### src/rtl/sram_ctrl_pkg.sv
// Shared types and constants for the single-port SRAM controller.
package sram_ctrl_pkg;

  typedef enum logic {
    INIT = 1'b0,
    IDLE = 1'b1
  } state_e;

  // {CEB, WEB} encoding that leaves the macro untouched for a cycle.
  localparam logic [1:0] SRAM_CTRL_INACTIVE = 2'b11;

endpackage

### src/rtl/sram_1p_ctrl_if.sv
// Client-side request/response bundle of the single-port SRAM controller.
interface sram_1p_ctrl_if #(
  parameter int WIDTH = 3,
  parameter int AW    = 7
);
  logic             clear;
  logic             init_busy;
  logic             wr_valid;
  logic             wr_ready;
  logic [AW-1:0]    wr_addr;
  logic [WIDTH-1:0] wr_data;
  logic             rd_valid;
  logic             rd_ready;
  logic [AW-1:0]    rd_addr;
  logic             rsp_valid;
  logic [WIDTH-1:0] rsp_data;

  modport master (
    output clear, wr_valid, wr_addr, wr_data, rd_valid, rd_addr,
    input  init_busy, wr_ready, rd_ready, rsp_valid, rsp_data
  );

  modport slave (
    input  clear, wr_valid, wr_addr, wr_data, rd_valid, rd_addr,
    output init_busy, wr_ready, rd_ready, rsp_valid, rsp_data
  );
endinterface

### src/rtl/sram_ctrl_rdhold.sv
// Read-response stage: tracks the outstanding read and holds the last returned
// word so consumers never observe the macro's undefined Q.
module sram_ctrl_rdhold #(
  parameter int WIDTH = 3
) (
  input  logic             CLK,
  input  logic             RSTN,
  input  logic             rd_fire,
  input  logic             rd_oob,
  input  logic [WIDTH-1:0] sram_q,
  output logic             rsp_valid,
  output logic [WIDTH-1:0] rsp_data
);
  logic             pend_q, pend_d;
  logic             oob_q, oob_d;
  logic [WIDTH-1:0] hold_q, hold_d;
  logic [WIDTH-1:0] rd_value;

  always_ff @(posedge CLK) begin
    if (!RSTN) begin
      pend_q <= 1'b0;
      oob_q  <= 1'b0;
      hold_q <= '0;
    end else begin
      pend_q <= pend_d;
      oob_q  <= oob_d;
      hold_q <= hold_d;
    end
  end

  always_comb begin
    pend_d   = rd_fire;
    oob_d    = rd_oob;
    // Out-of-range reads never touched the macro, so they answer with zero.
    rd_value = oob_q ? '0 : sram_q;
    hold_d   = pend_q ? rd_value : hold_q;
  end

  assign rsp_valid = pend_q;
  assign rsp_data  = pend_q ? rd_value : hold_q;

endmodule

### src/rtl/sram_1p_ctrl.sv
// Single-port SRAM controller: write-priority arbitration and held read data.
// Build option: define SRAM_CTRL_INIT_EN to zero-clear the array after reset and on clear.
module sram_1p_ctrl
  import sram_ctrl_pkg::*;
#(
  parameter int WIDTH = 3,
  parameter int DEPTH = 128,
  parameter int AW    = 7
) (
  input  logic             CLK,
  input  logic             RSTN,
  sram_1p_ctrl_if.slave    bus,
  output logic             sram_ceb,
  output logic             sram_web,
  output logic [AW-1:0]    sram_a,
  output logic [WIDTH-1:0] sram_d,
  input  logic [WIDTH-1:0] sram_q
);
  logic          sweep_active;
  logic          clear_eff;
  logic [AW-1:0] sweep_addr;

`ifdef SRAM_CTRL_INIT_EN
  state_e        state_q, state_d;
  logic [AW-1:0] cnt_q, cnt_d;

  always_ff @(posedge CLK) begin
    if (!RSTN) begin
      state_q <= INIT;
      cnt_q   <= '0;
    end else begin
      state_q <= state_d;
      cnt_q   <= cnt_d;
    end
  end

  always_comb begin
    state_d = state_q;
    cnt_d   = cnt_q;
    if (bus.clear) begin
      state_d = INIT;
      cnt_d   = '0;
    end else if (state_q == INIT) begin
      if (cnt_q == AW'(DEPTH - 1)) begin
        state_d = IDLE;
        cnt_d   = '0;
      end else begin
        cnt_d = cnt_q + AW'(1);
      end
    end
  end

  assign sweep_active = (state_q == INIT);
  assign sweep_addr   = cnt_q;
  assign clear_eff    = bus.clear;
`else
  assign sweep_active = 1'b0;
  assign sweep_addr   = '0;
  assign clear_eff    = 1'b0;
`endif

  logic wr_fire, rd_fire;
  logic wr_in_range, rd_in_range;

  assign bus.init_busy = sweep_active;
  assign bus.wr_ready  = ~sweep_active & ~clear_eff;
  assign bus.rd_ready  = ~sweep_active & ~clear_eff & ~bus.wr_valid;

  assign wr_fire     = bus.wr_valid & bus.wr_ready;
  assign rd_fire     = bus.rd_valid & bus.rd_ready;
  assign wr_in_range = ({1'b0, bus.wr_addr} < (AW+1)'(DEPTH));
  assign rd_in_range = ({1'b0, bus.rd_addr} < (AW+1)'(DEPTH));

  always_comb begin
    {sram_ceb, sram_web} = SRAM_CTRL_INACTIVE;
    sram_a = '0;
    sram_d = '0;
    if (sweep_active) begin
      sram_ceb = 1'b0;
      sram_web = 1'b0;
      sram_a   = sweep_addr;
    end else if (wr_fire && wr_in_range) begin
      sram_ceb = 1'b0;
      sram_web = 1'b0;
      sram_a   = bus.wr_addr;
      sram_d   = bus.wr_data;
    end else if (rd_fire && rd_in_range) begin
      sram_ceb = 1'b0;
      sram_web = 1'b1;
      sram_a   = bus.rd_addr;
    end
  end

  sram_ctrl_rdhold #(
    .WIDTH (WIDTH)
  ) u_rdhold (
    .CLK       (CLK),
    .RSTN      (RSTN),
    .rd_fire   (rd_fire),
    .rd_oob    (rd_fire & ~rd_in_range),
    .sram_q    (sram_q),
    .rsp_valid (bus.rsp_valid),
    .rsp_data  (bus.rsp_data)
  );

endmodule

### src/flat_wrapper.sv
// flat-port wrapper written by rule: the top's interface ports become plain ports
module sram_1p_ctrl_flat import sram_ctrl_pkg::*;
#(
  parameter int WIDTH = 3,
  parameter int DEPTH = 128,
  parameter int AW    = 7
)
  (CLK, RSTN, sram_ceb, sram_web, sram_a, sram_d, sram_q, bus_clear, bus_wr_valid, bus_wr_addr, bus_wr_data, bus_rd_valid, bus_rd_addr, bus_init_busy, bus_wr_ready, bus_rd_ready, bus_rsp_valid, bus_rsp_data);
  sram_1p_ctrl_if #(.WIDTH(WIDTH), .AW(AW)) bus_i ();
  input  logic CLK;
  input  logic RSTN;
  output logic sram_ceb;
  output logic sram_web;
  output logic [AW-1:0] sram_a;
  output logic [WIDTH-1:0] sram_d;
  input  logic [WIDTH-1:0] sram_q;
  input wire logic [$bits(bus_i.clear)-1:0] bus_clear;
  input wire logic [$bits(bus_i.wr_valid)-1:0] bus_wr_valid;
  input wire logic [$bits(bus_i.wr_addr)-1:0] bus_wr_addr;
  input wire logic [$bits(bus_i.wr_data)-1:0] bus_wr_data;
  input wire logic [$bits(bus_i.rd_valid)-1:0] bus_rd_valid;
  input wire logic [$bits(bus_i.rd_addr)-1:0] bus_rd_addr;
  output wire logic [$bits(bus_i.init_busy)-1:0] bus_init_busy;
  output wire logic [$bits(bus_i.wr_ready)-1:0] bus_wr_ready;
  output wire logic [$bits(bus_i.rd_ready)-1:0] bus_rd_ready;
  output wire logic [$bits(bus_i.rsp_valid)-1:0] bus_rsp_valid;
  output wire logic [$bits(bus_i.rsp_data)-1:0] bus_rsp_data;
  assign bus_i.clear = bus_clear;
  assign bus_i.wr_valid = bus_wr_valid;
  assign bus_i.wr_addr = bus_wr_addr;
  assign bus_i.wr_data = bus_wr_data;
  assign bus_i.rd_valid = bus_rd_valid;
  assign bus_i.rd_addr = bus_rd_addr;
  assign bus_init_busy = bus_i.init_busy;
  assign bus_wr_ready = bus_i.wr_ready;
  assign bus_rd_ready = bus_i.rd_ready;
  assign bus_rsp_valid = bus_i.rsp_valid;
  assign bus_rsp_data = bus_i.rsp_data;
  sram_1p_ctrl #(.WIDTH(WIDTH), .DEPTH(DEPTH), .AW(AW)) u_core (.CLK(CLK), .RSTN(RSTN), .bus(bus_i), .sram_ceb(sram_ceb), .sram_web(sram_web), .sram_a(sram_a), .sram_d(sram_d), .sram_q(sram_q));
endmodule
### config.mk
export PLATFORM = sky130hd
export DESIGN_NAME = sram_1p_ctrl_flat
export DESIGN_NICKNAME = d
export VERILOG_FILES = /design/src/rtl/sram_ctrl_pkg.sv /design/src/rtl/sram_1p_ctrl_if.sv /design/src/rtl/sram_ctrl_rdhold.sv /design/src/rtl/sram_1p_ctrl.sv /design/src/flat_wrapper.sv
export SDC_FILE = /design/constraint.sdc
export NUM_CORES = 1
export LEC_CHECK = 0
export CORE_AREA = 10 10 49 51
export CTS_BUF_LIST = sky130_fd_sc_hd__clkbuf_16
export DETAILED_ROUTE_END_ITERATION = 10
export DIE_AREA = 0 0 59 61
export GPL_ROUTABILITY_DRIVEN = 1
export MAX_ROUTING_LAYER = met4
export PLACE_DENSITY = 0.73
export SYNTH_ARGS = -nofsm -noshare
export SYNTH_HDL_FRONTEND = slang
export SYNTH_HIERARCHICAL = 1
export SYNTH_SLANG_ARGS = --single-unit
### constraint.sdc
create_clock -name CLK -period 0.8 [get_ports CLK]
set_input_delay 0.16 -clock CLK [delete_from_list [all_inputs] [get_ports CLK]]
set_output_delay 0.16 -clock CLK [all_outputs]
set_load 0.02 [all_outputs]
==> impl_metrics.py, run 1 <==
metrics = {
    "run_status": {
        "status": "finished, violations left",
        "violations": "negative setup slack",
    },
    "cts": {
        "clk_latency_ns": 0.22,
        "cts_max_level": 1,
        "cts-root-buf": "clkbuf_16",
        "tritoncts": "done",
        "clk_pin_slew_worst_paths_ns": 0.03,
        "cts.sinks": 5,
        "cts_hold_buf": 0,
        "numCtsBuffers": 3,
        "clockBufferDepth": 2,
    },
    "pwr": {
        "p_int_mw": 1.14,
        "clock_power_share": 0.539,
        "p_total_mw": 1.47,
        "p_leak_nw": 0.457,
        "comb_power_share": 0.279,
        "p_sw_uw": 330,
        "p_sw_frac": 0.224,
        "p_per_area_nw_per_um2": 1580,
        "ir_worst_vdd_mv": 0.629,
        "seqPwrFrac": 0.182,
    },
    "sta": {
        "setup_viol": 16,
        "final.period_utilization": 1.35,
        "timing.final.hold_violations": 0,
        "clock_skew_ns": 0.00143,
        "whs_ns": 0.362,
        "drv_slew": 0,
        "timing.final.ws_setup_ns": -0.282,
        "layout_min_cycle_time_ns": 1.08,
        "rsz0062_at_grt": "yes",
        "fmax_ghz": 0.924,
    },
    "critical_path": {
        "worstPathMaxFanout": 3,
        "crit_arrival_ns": 0.92,
        "crit-reg2reg-launch": "u_core/u_rdhold/oob_q",
        "rr_endpoint": "u_core/u_rdhold/hold_q[1]",
        "r2r_cells": 3,
        "critPathLaunch": "u_core/u_rdhold/oob_q",
        "worstPathRequired_ns": 0.64,
        "slowest_stage": "dfxtp_2",
        "crit_path_end": "bus_rsp_data[1]",
        "crit_path_end_kind": "primary output",
        "crit_path_cell_trace": "nand3b_1, nand2_2, buf_6",
        "max_stage_delay_ns": 0.31,
        "worst_setup_path_start_kind": "register",
        "r2r_setup_slack_ns": -0.04,
        "critical_path_class": "reg2out",
    },
    "detailed_routing": {
        "routed_via_density": 4.34,
        "totalWireLength_um": 1630,
        "wl_per_cell_um": 15.8,
        "drc": 0,
        "drtAntennaViolNets": 0,
        "drt-initial-drc-count": 3,
        "drt_pre_antenna_iters": 4,
        "dr_total_vias": 447,
    },
    "synthesis": {
        "avgSynthCellArea_um2": 8.41,
        "synth_cell_type_count": 14,
        "synth_top_family_by_area": "simple AND/OR/NAND/NOR gates",
        "netlist_instances": 39,
        "synth_compound_area_frac": 0.256,
        "synth-xor-area-share": 0,
        "synth_mux_area_frac": 0,
        "yosysWarnings": 6,
        "synth-seq-cells": 5,
        "synth-seq-area-share": 0.305,
        "synth_area_um2": 328,
        "synthSimpleGateAreaFrac": 0.286,
        "synthAdderAreaFrac": 0,
    },
    "grt": {
        "grt_usage": 0.0917,
        "grt_pass1_wl_um": 2370,
        "grt_pass1_vias": 497,
        "grt_overflow": 0,
        "antenna_found_initial": 0,
        "grt_max_degree": 8,
    },
    "floorplanning": {
        "coreArea_um2": 1470,
        "start_util": 0.223,
        "die_y_um": 61,
        "row_count": 14,
        "num_io_pins": 44,
        "dieArea_um2": 3600,
        "die_x_um": 59,
    },
    "final_layout": {
        "fillers": 155,
        "multi_input_area_um2": 249,
        "regArea_um2": 105,
        "design_area_um2": 931,
        "syn2layout_area_growth_pct": 184,
        "nNetsFinal": 113,
        "drive_gt1_frac": 0.517,
        "diodes": 0,
        "final_util": 0.633,
    },
    "place": {
        "hpwl_um": 1270,
        "gp_congestion": 0.712,
        "place_area_um2": 762,
        "port_buffers": 40,
    },
    "run": {
        "maxCapViolations": 0,
    },
    "worst_hold_path": {
        "worstHoldPathType": "in2reg",
    },
}
-- flip-flops by register name (all words and copies together), names as in the netlist --
| name | count |
|---|---|
| u_core/u_rdhold/hold_q | 3 |
| u_core/u_rdhold/oob_q | 1 |
| u_core/u_rdhold/rsp_valid | 1 |
-- worst min-delay path by stage --
stage                         startpoint                        end  cells after the start
6_report                    bus_wr_valid  u_core/u_rdhold/rsp_valid                      4
5_1_grt                     bus_wr_valid  u_core/u_rdhold/rsp_valid                      4
4_1_cts                     bus_wr_valid  u_core/u_rdhold/rsp_valid                      4
3_5_place_dp   u_core/u_rdhold/hold_q[2]  u_core/u_rdhold/hold_q[2]                      2
3_3_place_gp   u_core/u_rdhold/hold_q[2]  u_core/u_rdhold/hold_q[2]                      2
2_1_floorplan                       RSTN  u_core/u_rdhold/rsp_valid                      1
-- stage by stage --
stage	setup slack [ns]	TNS (ns)	cells
5_1_grt	-0.316	-2.48	103
6_report	-0.282	-2.12	103
4_1_cts	-0.302	-2.27	101
3_3_place_gp	-1.04	-15.79	96
3_5_place_dp	-1.07	-16.15	96
2_1_floorplan	-0.0103	-0.0721	40
-- synthesized netlist by cell type --
library cell / count / area share
a22o_1: 7 / 0.19
and2_1: 5 / 0.095
dfxtp_1: 5 / 0.31
a21boi_1: 3 / 0.069
buf_4: 3 / 0.069
nand2_1: 3 / 0.034
nand2b_1: 3 / 0.057
nand3b_1: 3 / 0.069
conb_1: 2 / 0.023
buf_2: 1 / 0.015
buf_6: 1 / 0.034
inv_1: 1 / 0.011
nor2_1: 1 / 0.011
nor2b_1: 1 / 0.019
-- power by group through the flow --
stage               logic (mW)  registers [mW]  clock network, mW
finish                   0.412           0.268              0.794
global placement         0.380           0.267                  0
floorplan                0.157           0.268                  0
CTS                      0.398           0.267              0.808
global route             0.435           0.269              0.825
detailed placement       0.385           0.267                  0
-- cell type report --
| cell class | count | area share |
|---|---|---|
| Clock inverter | 1 | 0.00403 |
| Sequential cell | 5 | 0.113 |
| Timing Repair Buffer | 48 | 0.509 |
| Clock buffer | 3 | 0.0806 |
| Inverter | 1 | 0.00403 |
| Tap cell | 16 | 0.0215 |
| Multi-Input combinational cell | 29 | 0.267 |
-- cell usage in the layout, fill, tap and decap left out, drive strengths merged --
cell type       n
nor2b           1
and2            5
nand3b          3
clkdlybuf4s50   2
clkdlybuf4s15   3
buf            27
dlygate4sd2    16
nand2b          3
conb            3
nand2           3
dfxtp           5
inv             2
a22o            7
clkbuf          3
a21boi          3
nor2            1
-- timing repair --
| action | 4_1_cts | 5_1_grt |
|---|---|---|
| gates cloned | 1 | 0 |
| endpoints found under the setup margin | 20 | 17 |
| pin swaps | 17 | 5 |
| gates resized for setup | 142 | 9 |
| setup buffers | 2 | 3 |
-- worst max-delay path, delay by kind of cell, from the launching register on --
family,cells,cell delay [ns]
flops,1,0.31
buf+inv,1,0.11
simple gates,2,0.27
-- cells by family after synthesis --
logic type             Yosys count
other                            2
buffers and inverters            6
AO/OA/AOI/OAI                   10
flip-flops                       5
AND/OR/NAND/NOR                 16
-- routing by layer --
layer,track usage,wire length [um],up-vias
met1,0.0743,563,207
li1,-,-,221
met5,-,0,-
met2,0.177,929,19
met4,0.0295,0,0
met3,0.0438,135,0
(Power assumes the default switching activity.)
==> run 2: changes to the inputs <==
--- a/config.mk
+++ b/config.mk
@@ -12,6 +12,7 @@
 export GPL_ROUTABILITY_DRIVEN = 1
 export MAX_ROUTING_LAYER = met4
 export PLACE_DENSITY = 0.73
+export SKIP_LAST_GASP = 1
 export SYNTH_ARGS = -nofsm -noshare
 export SYNTH_HDL_FRONTEND = slang
 export SYNTH_HIERARCHICAL = 1
==> run 2 against run 1 <==
Compared with the run above:
- the flow still finishes with violations (negative setup slack)
- sequential cell count unchanged
- die area is the same
- sequential power hardly changed
- global-route usage stayed put
- register-to-register slack is essentially flat
- fmax rose by 0.20%
- power grew 0.12%
- hold slack is essentially flat
- clock power hardly changed
- sequential share of layout area hardly changed
- cell count unchanged
- combinational power barely moved
- highest routed layer is now met4
==> impl_metrics.py, run 2 (same netlist as run 1, synthesis figures left out) <==
metrics = {
    "floorplanning": {
        "row_count": 14,
        "dieArea_um2": 3600,
        "coreArea_um2": 1470,
        "num_io_pins": 44,
        "start_util": 0.223,
        "die_y_um": 61,
        "die_x_um": 59,
    },
    "grt": {
        "grt_overflow": 0,
        "grt_usage": 0.0917,
        "antenna_found_initial": 0,
        "grt_pass1_wl_um": 2370,
        "grt_max_degree": 8,
        "grt_pass1_vias": 497,
    },
    "place": {
        "dp.cells": 96,
        "gp_congestion": 0.712,
        "port_buffers": 40,
        "dp_slack_ns": -1.07,
        "hpwl_um": 1270,
    },
    "critical_path": {
        "crit_path_end_kind": "primary output",
        "crit_arrival_ns": 0.92,
        "worstPathMaxFanout": 3,
        "worst_setup_path_start_kind": "register",
        "worstPathRequired_ns": 0.64,
        "critical_path_class": "reg2out",
    },
    "sta": {
        "rsz0062_at_grt": "yes",
        "timing.final.ws_setup_ns": -0.280,
        "drv_slew": 0,
        "layout_min_cycle_time_ns": 1.08,
        "whs_ns": 0.362,
        "clock_skew_ns": 0.000989,
        "fmax_ghz": 0.926,
        "final.period_utilization": 1.35,
        "setup_viol": 16,
        "timing.final.hold_violations": 0,
    },
    "cts": {
        "cts-root-buf": "clkbuf_16",
        "clockBufferDepth": 2,
        "tritoncts": "done",
        "cts.sinks": 5,
        "clk_latency_ns": 0.22,
        "cts_hold_buf": 0,
        "numCtsBuffers": 3,
        "cts_max_level": 1,
        "clk_pin_slew_worst_paths_ns": 0.03,
    },
    "pwr": {
        "p_per_area_nw_per_um2": 1580,
        "p_leak_nw": 0.465,
        "ir_worst_vdd_mv": 0.627,
        "p_total_mw": 1.48,
    },
    "detailed_routing": {
        "routed_via_density": 4.46,
        "drt_pre_antenna_iters": 2,
        "wl_per_cell_um": 16.3,
        "drtAntennaViolNets": 0,
        "drt-initial-drc-count": 1,
        "dr_total_vias": 459,
        "totalWireLength_um": 1680,
        "drc": 0,
    },
    "final_layout": {
        "fillers": 152,
        "regArea_um2": 105,
        "final_util": 0.635,
        "largest_reg_flops": 3,
        "drive_gt1_frac": 0.517,
        "regMostFlops": "u_core/u_rdhold/hold_q",
        "final_common_cell": "buf_6",
        "instances_no_fill": 103,
        "layout.cells.most_common_list": "21 x buf_6, 15 x dlygate4sd2_1, 7 x a22o_1",
        "diodes": 0,
        "syn2layout_area_growth_pct": 185,
        "nNetsFinal": 113,
        "multi_input_area_um2": 249,
    },
    "run": {
        "maxCapViolations": 0,
    },
    "run_status": {
        "violations": "negative setup slack",
        "status": "finished, violations left",
    },
    "worst_hold_path": {
        "worstHoldPathType": "in2reg",
    },
}
run 2: changes by cell type in the layout (fill, tap and decap cells not counted), sizes merged:
cell	previous run	this run
dlygate4sd2	16	15
dlymetal6s2s	0	1
run 2: repair_timing:
| item | 4_1_cts | 5_1_grt |
|---|---|---|
| setup endpoints to repair | 20 | 17 |
| resized for setup | 141 | 10 |
| setup buffers | 2 | 3 |
| gates cloned | 1 | 0 |
| pin swaps | 17 | 5 |
run 2: worst paths after layout:
kind	to	startpoint	slack, ns	cells after the start
worst max register to register	u_core/u_rdhold/hold_q[1]	u_core/u_rdhold/oob_q	-0.04	3
worst min register to register	u_core/u_rdhold/hold_q[1]	u_core/u_rdhold/hold_q[1]	0.48	2
worst max-delay path	bus_rsp_data[1]	u_core/u_rdhold/oob_q	-0.28	3
worst min-delay path	u_core/u_rdhold/rsp_valid	bus_wr_valid	0.36	4
run 2: metal layers:
metal	global-route usage	vias to the layer above	wire length, um
met3	0.0438	2	139
li1	-	221	-
met4	0.0295	0	21
met2	0.177	21	964
met5	-	-	0
met1	0.0743	215	548
run 2: report_power, final:
group | switching [mW] | total [mW] | internal, mW
registers | 0.00898 | 0.268 | 0.259
logic | 0.174 | 0.415 | 0.241
clock network | 0.148 | 0.794 | 0.646
run 2: through the flow:
step                      cell area, um^2  setup TNS, ns
after global placement                762         -15.79
final                                 935          -2.13
after detailed placement              762         -16.15
after global routing                  935          -2.51
after CTS                             887          -2.35
after floorplan                       343        -0.0721
run 2: area by class of cell:
type                            count  share of cell area
Clock buffer                        3              0.0803
Clock inverter                      1             0.00402
Inverter                            1             0.00402
Multi-Input combinational cell     29               0.266
Sequential cell                     5               0.112
Tap cell                           16              0.0214
Timing Repair Buffer               48               0.511
run 2: critical path, cell delays in order, from the launching register on:
cell and delay (ns):
dfxtp_2 0.31, nand3b_1 0.19, nand2_2 0.08, buf_6 0.11
